<file path="src/rtl/spi_pkg.sv">
// Shared types and constants for the SPI transfer engine.
package spi_pkg;

  localparam int unsigned DefDataWidth       = 8;
  localparam int unsigned DefClkDividerWidth = 8;

  typedef enum logic {
    IDLE  = 1'b0,
    SHIFT = 1'b1
  } state_e;

  // SPI mode encodings as {cpol, cpha}
  localparam logic [1:0] MODE0 = 2'b00;
  localparam logic [1:0] MODE1 = 2'b01;
  localparam logic [1:0] MODE2 = 2'b10;
  localparam logic [1:0] MODE3 = 2'b11;

endpackage

</file>
<file path="src/rtl/spi_sclk_gen.sv">
// SCLK generator: half-period divider, SCLK register and edge counter.
// Strobes are combinational and mark the PCLK edge on which SCLK toggles.
module spi_sclk_gen import spi_pkg::*; #(
  parameter int unsigned DATA_WIDTH        = DefDataWidth,
  parameter int unsigned CLK_DIVIDER_WIDTH = DefClkDividerWidth
) (
  input  logic                         clk_i,
  input  logic                         rst_ni,
  input  logic                         start_i,
  input  logic                         active_i,
  input  logic                         cpol_i,
  input  logic                         cpol_shadow_i,
  input  logic [CLK_DIVIDER_WIDTH-1:0] div_load_i,
  input  logic [CLK_DIVIDER_WIDTH-1:0] div_reload_i,
  output logic                         sclk_o,
  output logic                         lead_stb_o,
  output logic                         trail_stb_o,
  output logic                         last_stb_o
);

  localparam int unsigned EdgeW = $clog2(2 * DATA_WIDTH + 1);
  localparam logic [EdgeW-1:0] LastEdge = EdgeW'(2 * DATA_WIDTH - 1);

  logic [CLK_DIVIDER_WIDTH-1:0] div_cnt_d, div_cnt_q;
  logic [EdgeW-1:0]             edge_cnt_d, edge_cnt_q;
  logic                         sclk_d, sclk_q;
  logic                         tick;

  // Divider and edge bookkeeping; sclk follows cpol while idle
  always_comb begin
    tick       = active_i && (div_cnt_q == '0);
    div_cnt_d  = div_cnt_q;
    edge_cnt_d = edge_cnt_q;
    sclk_d     = sclk_q;
    if (!active_i) begin
      sclk_d     = cpol_i;
      edge_cnt_d = '0;
      div_cnt_d  = start_i ? div_load_i : '0;
    end else if (tick) begin
      // Final edge lands on the latched idle level by construction
      sclk_d     = (edge_cnt_q == LastEdge) ? cpol_shadow_i : ~sclk_q;
      div_cnt_d  = div_reload_i;
      edge_cnt_d = edge_cnt_q + 1'b1;
    end else begin
      div_cnt_d = div_cnt_q - 1'b1;
    end
  end

  // Toggle numbering starts at 1: an even count before the tick means a leading edge
  always_comb begin
    lead_stb_o  = tick && !edge_cnt_q[0];
    trail_stb_o = tick && edge_cnt_q[0];
    last_stb_o  = tick && (edge_cnt_q == LastEdge);
    sclk_o      = sclk_q;
  end

  // State registers
  always_ff @(posedge clk_i or negedge rst_ni) begin
    if (!rst_ni) begin
      div_cnt_q  <= '0;
      edge_cnt_q <= '0;
      sclk_q     <= 1'b0;
    end else begin
      div_cnt_q  <= div_cnt_d;
      edge_cnt_q <= edge_cnt_d;
      sclk_q     <= sclk_d;
    end
  end

endmodule

</file>
<file path="src/rtl/spi_xfer_engine.sv">
// Full-duplex SPI shift engine: one transfer per rising edge of go.
module spi_xfer_engine import spi_pkg::*; #(
  parameter int unsigned DATA_WIDTH        = DefDataWidth,
  parameter int unsigned CLK_DIVIDER_WIDTH = DefClkDividerWidth
) (
  input  logic                         PCLK,
  input  logic                         PRESETn,
  input  logic                         go,
  input  logic                         cpol,
  input  logic                         cpha,
  input  logic [CLK_DIVIDER_WIDTH-1:0] clk_divider,
  input  logic [DATA_WIDTH-1:0]        datai,
  output logic [DATA_WIDTH-1:0]        datao,
  output logic                         busy,
  output logic                         done,
  input  logic                         miso,
  output logic                         mosi,
  output logic                         sclk
);

  state_e                       state_d, state_q;
  logic                         go_q;
  logic                         cpol_d, cpol_q, cpha_d, cpha_q;
  logic [CLK_DIVIDER_WIDTH-1:0] div_d, div_q;
  logic [DATA_WIDTH-1:0]        tx_d, tx_q, rx_d, rx_q, rx_shift;
  logic [DATA_WIDTH-1:0]        datao_d, datao_q;
  logic                         mosi_d, mosi_q, done_d, done_q;
  logic                         start, sample, drive;
  logic                         lead_stb, trail_stb, last_stb;

  assign start = go && !go_q && (state_q == IDLE);

  spi_sclk_gen #(
    .DATA_WIDTH       (DATA_WIDTH),
    .CLK_DIVIDER_WIDTH(CLK_DIVIDER_WIDTH)
  ) u_sclk_gen (
    .clk_i        (PCLK),
    .rst_ni       (PRESETn),
    .start_i      (start),
    .active_i     (state_q == SHIFT),
    .cpol_i       (cpol),
    .cpol_shadow_i(cpol_q),
    .div_load_i   (clk_divider),
    .div_reload_i (div_q),
    .sclk_o       (sclk),
    .lead_stb_o   (lead_stb),
    .trail_stb_o  (trail_stb),
    .last_stb_o   (last_stb)
  );

  // Next-state logic
  always_comb begin
    state_d = state_q;
    unique case (state_q)
      IDLE:    if (start) state_d = SHIFT;
      SHIFT:   if (last_stb) state_d = IDLE;
      default: state_d = IDLE;
    endcase
  end

  // Datapath: shadows, tx/rx shift registers, mosi and completion
  always_comb begin
    cpol_d   = cpol_q;
    cpha_d   = cpha_q;
    div_d    = div_q;
    tx_d     = tx_q;
    rx_d     = rx_q;
    datao_d  = datao_q;
    mosi_d   = mosi_q;
    done_d   = 1'b0;
    rx_shift = {rx_q[DATA_WIDTH-2:0], miso};
    sample   = cpha_q ? trail_stb : lead_stb;
    // cpha=0 never drives after the final trailing edge
    drive    = cpha_q ? lead_stb : (trail_stb && !last_stb);
    if (state_q == IDLE) begin
      mosi_d = 1'b0;
      if (start) begin
        cpol_d = cpol;
        cpha_d = cpha;
        div_d  = clk_divider;
        rx_d   = '0;
        // cpha=0 presents the MSB now, so keep only the remaining bits queued
        if (!cpha) begin
          mosi_d = datai[DATA_WIDTH-1];
          tx_d   = datai << 1;
        end else begin
          tx_d   = datai;
        end
      end
    end else begin
      if (sample) rx_d = rx_shift;
      if (drive) begin
        mosi_d = tx_q[DATA_WIDTH-1];
        tx_d   = tx_q << 1;
      end
      if (last_stb) begin
        datao_d = sample ? rx_shift : rx_q;
        done_d  = 1'b1;
      end
    end
  end

  // Outputs
  always_comb begin
    busy  = (state_q == SHIFT);
    done  = done_q;
    datao = datao_q;
    mosi  = mosi_q;
  end

  // State registers
  always_ff @(posedge PCLK or negedge PRESETn) begin
    if (!PRESETn) begin
      state_q <= IDLE;
      go_q    <= 1'b0;
      cpol_q  <= 1'b0;
      cpha_q  <= 1'b0;
      div_q   <= '0;
      tx_q    <= '0;
      rx_q    <= '0;
      datao_q <= '0;
      mosi_q  <= 1'b0;
      done_q  <= 1'b0;
    end else begin
      state_q <= state_d;
      go_q    <= go;
      cpol_q  <= cpol_d;
      cpha_q  <= cpha_d;
      div_q   <= div_d;
      tx_q    <= tx_d;
      rx_q    <= rx_d;
      datao_q <= datao_d;
      mosi_q  <= mosi_d;
      done_q  <= done_d;
    end
  end

endmodule

</file>
<file path="config.mk">
export PLATFORM = sky130hd
export DESIGN_NAME = spi_xfer_engine
export DESIGN_NICKNAME = d
export VERILOG_FILES = /design/src/rtl/spi_pkg.sv /design/src/rtl/spi_sclk_gen.sv /design/src/rtl/spi_xfer_engine.sv
export SDC_FILE = /design/constraint.sdc
export NUM_CORES = 1
export LEC_CHECK = 0
export CAP_MARGIN = 25
export CELL_PAD_IN_SITES_DETAIL_PLACEMENT = 0
export CELL_PAD_IN_SITES_GLOBAL_PLACEMENT = 2
export CORE_UTILIZATION = 30
export DETAILED_ROUTE_END_ITERATION = 16
export MAX_ROUTING_LAYER = met4
export PLACE_DENSITY_LB_ADDON = 0.12
export SLEW_MARGIN = 30
export SYNTH_ARGS = -nofsm -noshare
export SYNTH_HDL_FRONTEND = slang
export SYNTH_HIERARCHICAL = 1
export SYNTH_SLANG_ARGS = --single-unit
</file>
<file path="constraint.sdc">
create_clock -name PCLK -period 2.5 [get_ports PCLK]
set_input_delay 0.25 -clock PCLK [delete_from_list [all_inputs] [get_ports PCLK]]
set_output_delay 0.25 -clock PCLK [all_outputs]
set_load 0.005 [all_outputs]
</file>
==> out/summary.md <==
### Detailed routing
* 4.78 — average via count per standard cell
* 14.6 um — average wire per cell in the routed design
* 0 — DRC errors left
* 5710 um — Total Routed Length
* 4 — detailed-router iteration count before antenna repair
* 36 — initial drt markers
* 0 — remaining antenna violation count
* 1872 — Vias

### Logic synthesis
* 11.3 sq um — synthesized area divided by synthesized cell count
* 228 — number of cells produced by synthesis
* 50.5% — portion of the post-synthesis area used by sequential elements
* 6 — Syn. warnings
* 0.00258 sq mm — total standard cell area after synthesis
* 52 — synthesis-stage register bit count
* 40 — Distinct cells, synth
* 254 — Post-Synthesis Net Count

### Power
* 0.00198 W — final total power
* 587 mW/mm^2 — PwrDens
* 1.52 nW — Leak Pwr
* 231 uV — peak ir drop on the vdd network

### Setup path
* u_sclk_gen/div_cnt_q[0] — origin of the critical flop-to-flop path
* flop — Worst Setup End Kind
* 8 — biggest fanout along the worst timing path
* 0.04 ns — setup slack on the worst flop-to-flop path
* tx_q[7] — FF-to-FF End
* flop — startpoint type of the worst setup path
* 9 — R2R cell count
* 2.65 ns — Arrival @ worst endpoint
* flop to flop — worst setup path category
* 2.69 ns — required time reported for the critical path endpoint

### CTS
* 0.31 ns — clock latency of the later-clocked register in the worst-skew pair
* 2 — number of buffers on the longest clock path
* clkbuf_8 — buffer type at the clock tree root
* 0.10 ns — clock transition at the register clock pins on the worst setup and hold paths after CTS
* 5 — clock buffers created by TritonCTS
* 0 — number of buffers added to fix hold violations after cts
* 2 — total number of H-tree levels
* built — CTS tree
* 52 — Clock Sinks

### STA
* 0.0136 ns — clock tree skew after final layout
* 0 — max-slew violation count
* 0 — setup-violating endpoint count in the final report
* 54.3% — remaining max-slew budget at the tightest pin
* 0 — Final Hold Viols
* 0.407 GHz — Max Clk Rate
* true — RSZ-0062 raised after global routing
* 2.46 ns — minimum clock period
* 0.0454 ns — tightest hold margin
* 0.686 ns — transition time at the pin with the least slew margin
* 0 ns — final-layout setup total negative slack
* 98.3% — ratio of final minimum period to clock period

### Cells and area
* 31.0% — Layout Area Growth over Synthesis
* 392 — Finished Layout Cells
* 836 — fillers
* 0 — number of antenna cells inserted
* 312 — NumNets Final
* 27.5% — share of layout cells above drive strength 1
* 0.00338 sq mm — post-layout instance area

### Worst hold path
* primary input to async pin — Hold WC Path Type

### GRT
* 1918 — via count of the first global-routing pass
* 14.4% — global-route total usage across every layer
* 53 — maximum number of pins on one net before global-route repair
* 0 — number of antenna violations at the first check in global routing
* 0 — total overflow reported by the global router
* 9630 um — wire length of the first global-routing pass

### Floorplanning
* 33 — number of placement rows
* 31.2% — initial core utilization
* 94.7 um — height of the chip
* 0.00826 sq mm — core footprint
* 34 — top-level port count
* 0.00896 sq mm — Die Footprint
* 94.7 um — die outline width

### Placement
* 4020 um — detailed placement HPWL
* 381 — total placed cells including tap cells
* 0.00320 sq mm — instance area at placement
* 33 — PortBufs
* 0.725 — Final Wtd Congestion

### Status
* finished, final reports clean — result of the run

### Job
* 0 — count of maximum capacitance violations

## synth_stat cells, drive strengths merged
| master | instances | share of area (%) |
|---|---|---|
| a21oi | 7 | 1.4 |
| a22o | 4 | 1.5 |
| mux2i | 14 | 5.9 |
| o211a | 1 | 0.39 |
| o21bai | 1 | 0.29 |
| o31ai | 2 | 0.58 |
| a22oi | 1 | 0.83 |
| nor2 | 11 | 1.9 |
| or3b | 2 | 0.78 |
| and2 | 5 | 1.2 |
| buf | 6 | 1.1 |
| nand2 | 20 | 2.9 |
| xnor2 | 4 | 1.4 |
| and3 | 5 | 1.2 |
| o21ai | 18 | 3.5 |
| clkbuf | 6 | 0.87 |
| nor3b | 3 | 0.87 |
| nand2b | 1 | 0.24 |
| a32o | 4 | 1.6 |
| dfrtp | 52 | 51 |
| nand3 | 5 | 0.97 |
| a21boi | 2 | 0.58 |
| mux2 | 26 | 12 |
| inv | 7 | 1.0 |
| or4 | 1 | 0.29 |
| o2bb2ai | 5 | 1.7 |
| nor4 | 2 | 0.49 |
| nor2b | 2 | 0.49 |
| xor2 | 2 | 0.68 |
| or3 | 3 | 0.73 |
| ha | 4 | 1.9 |
| nor3 | 2 | 0.39 |
## worst max-delay path, stage by stage, from the launching register on
cell and delay (ns):
dfrtp_1 0.40, inv_2 0.08, ha_4 0.13, or3b_4 0.39
nor2_4 0.11, and3_4 0.19, or3b_4 0.39, a22oi_4 0.18
buf_12 0.16, mux2_4 0.30
## how the worst max path moves through the flow
stage | endpoint | startpoint
6_report | tx_q[7] | u_sclk_gen/div_cnt_q[0]
3_3_place_gp | tx_q[2] | u_sclk_gen/div_cnt_q[0]
2_1_floorplan | tx_q[1] | u_sclk_gen/div_cnt_q[0]
5_1_grt | tx_q[5] | u_sclk_gen/div_cnt_q[0]
3_5_place_dp | tx_q[5] | u_sclk_gen/div_cnt_q[0]
4_1_cts | tx_q[7] | u_sclk_gen/div_cnt_q[0]
## area by class of cell
type | instances | area [sq um] | area share, %
Multi-Input combinational cell | 157 | 1250 | 37.2
Tap cell | 105 | 131 | 3.89
Inverter | 7 | 26.3 | 0.778
Sequential cell | 52 | 1300 | 38.5
Clock inverter | 3 | 26.3 | 0.778
Clock buffer | 5 | 68.8 | 2.04
Timing Repair Buffer | 63 | 567 | 16.8
## where the power goes
part	switching (W)	total [W]	internal (W)
Clock	0.000301	0.000505	0.000205
Combinational	0.000225	0.000507	0.000283
Sequential	0.0000501	0.000970	0.000920
Total	0.000575	0.00198	0.00141
## metrics by stage
| step | setup WS, ns | utilization (%) |
|---|---|---|
| 5_1_grt | -0.0317 | 40.9 |
| 4_1_cts | 0.0273 | 40.1 |
| 3_5_place_dp | -0.0279 | 38.7 |
| 2_1_floorplan | -0.0597 | - |
| 3_3_place_gp | -0.00840 | 38.7 |
| 6_report | 0.0430 | 40.9 |
## placed cells by master, fill, tap and decap left out, types with 2 or more instances in the layout
master / netlist / final
o2bb2ai_1: 5 / 5
nand3_1: 5 / 5
inv_1: 7 / 5
mux2i_1: 13 / 13
a21oi_1: 7 / 7
o31ai_1: 2 / 2
mux2_4: 3 / 10
or3b_4: 1 / 2
clkbuf_8: 0 / 5
mux2_2: 22 / 15
clkinv_4: 0 / 2
nor3_1: 2 / 2
ha_1: 4 / 3
and3_1: 5 / 4
a32o_1: 4 / 4
dfrtp_1: 52 / 52
inv_2: 0 / 2
buf_4: 0 / 28
nor2b_1: 2 / 2
and2_1: 5 / 5
nor3b_1: 3 / 2
xor2_1: 2 / 2
or3_1: 3 / 3
o21ai_0: 17 / 17
nor4_1: 2 / 2
clkdlybuf4s50_1: 0 / 32
a22o_2: 3 / 3
xnor2_1: 4 / 4
nor2_1: 10 / 9
nand2_1: 20 / 20
## layer usage
layer  track usage, %  routed length [um]
met3             2.42                 202
met4             4.55                  39
met5                -                   0
met1             20.3                2930
met2             21.0                2530
## state kept, by name, summed over array words and instances (netlist names)
| register | cells |
|---|---|
| cpha_q | 1 |
| mosi | 1 |
| done | 1 |
| datao | 8 |
| go_q | 1 |
| u_sclk_gen/edge_cnt_q | 5 |
| cpol_q | 1 |
| u_sclk_gen/div_cnt_q | 8 |
| div_q | 8 |
| rx_q | 8 |
| u_sclk_gen/sclk_o | 1 |
| busy | 1 |
| tx_q | 8 |
## kinds of logic (layout without fill, tap and decap cells)
family          Yosys count  in the layout  share of synthesized area, %
xor+xnor                  6              6                          2.04
simple gates             62             62                          12.5
fa+ha+maj                 4              4                          1.94
buf+inv                  19             78                          3.01
flops                    52             52                          50.5
compound gates           45             45                          12.3
mux                      40             40                          17.7
## what timing repair did
action / in CTS / in global routing
setup buffers: 1 / 2
setup endpoints to repair: 7 / 23
pin swaps: 1 / 3
gates resized for setup: 1 / 14
Note: power is estimated with default switching activity, not from simulation.
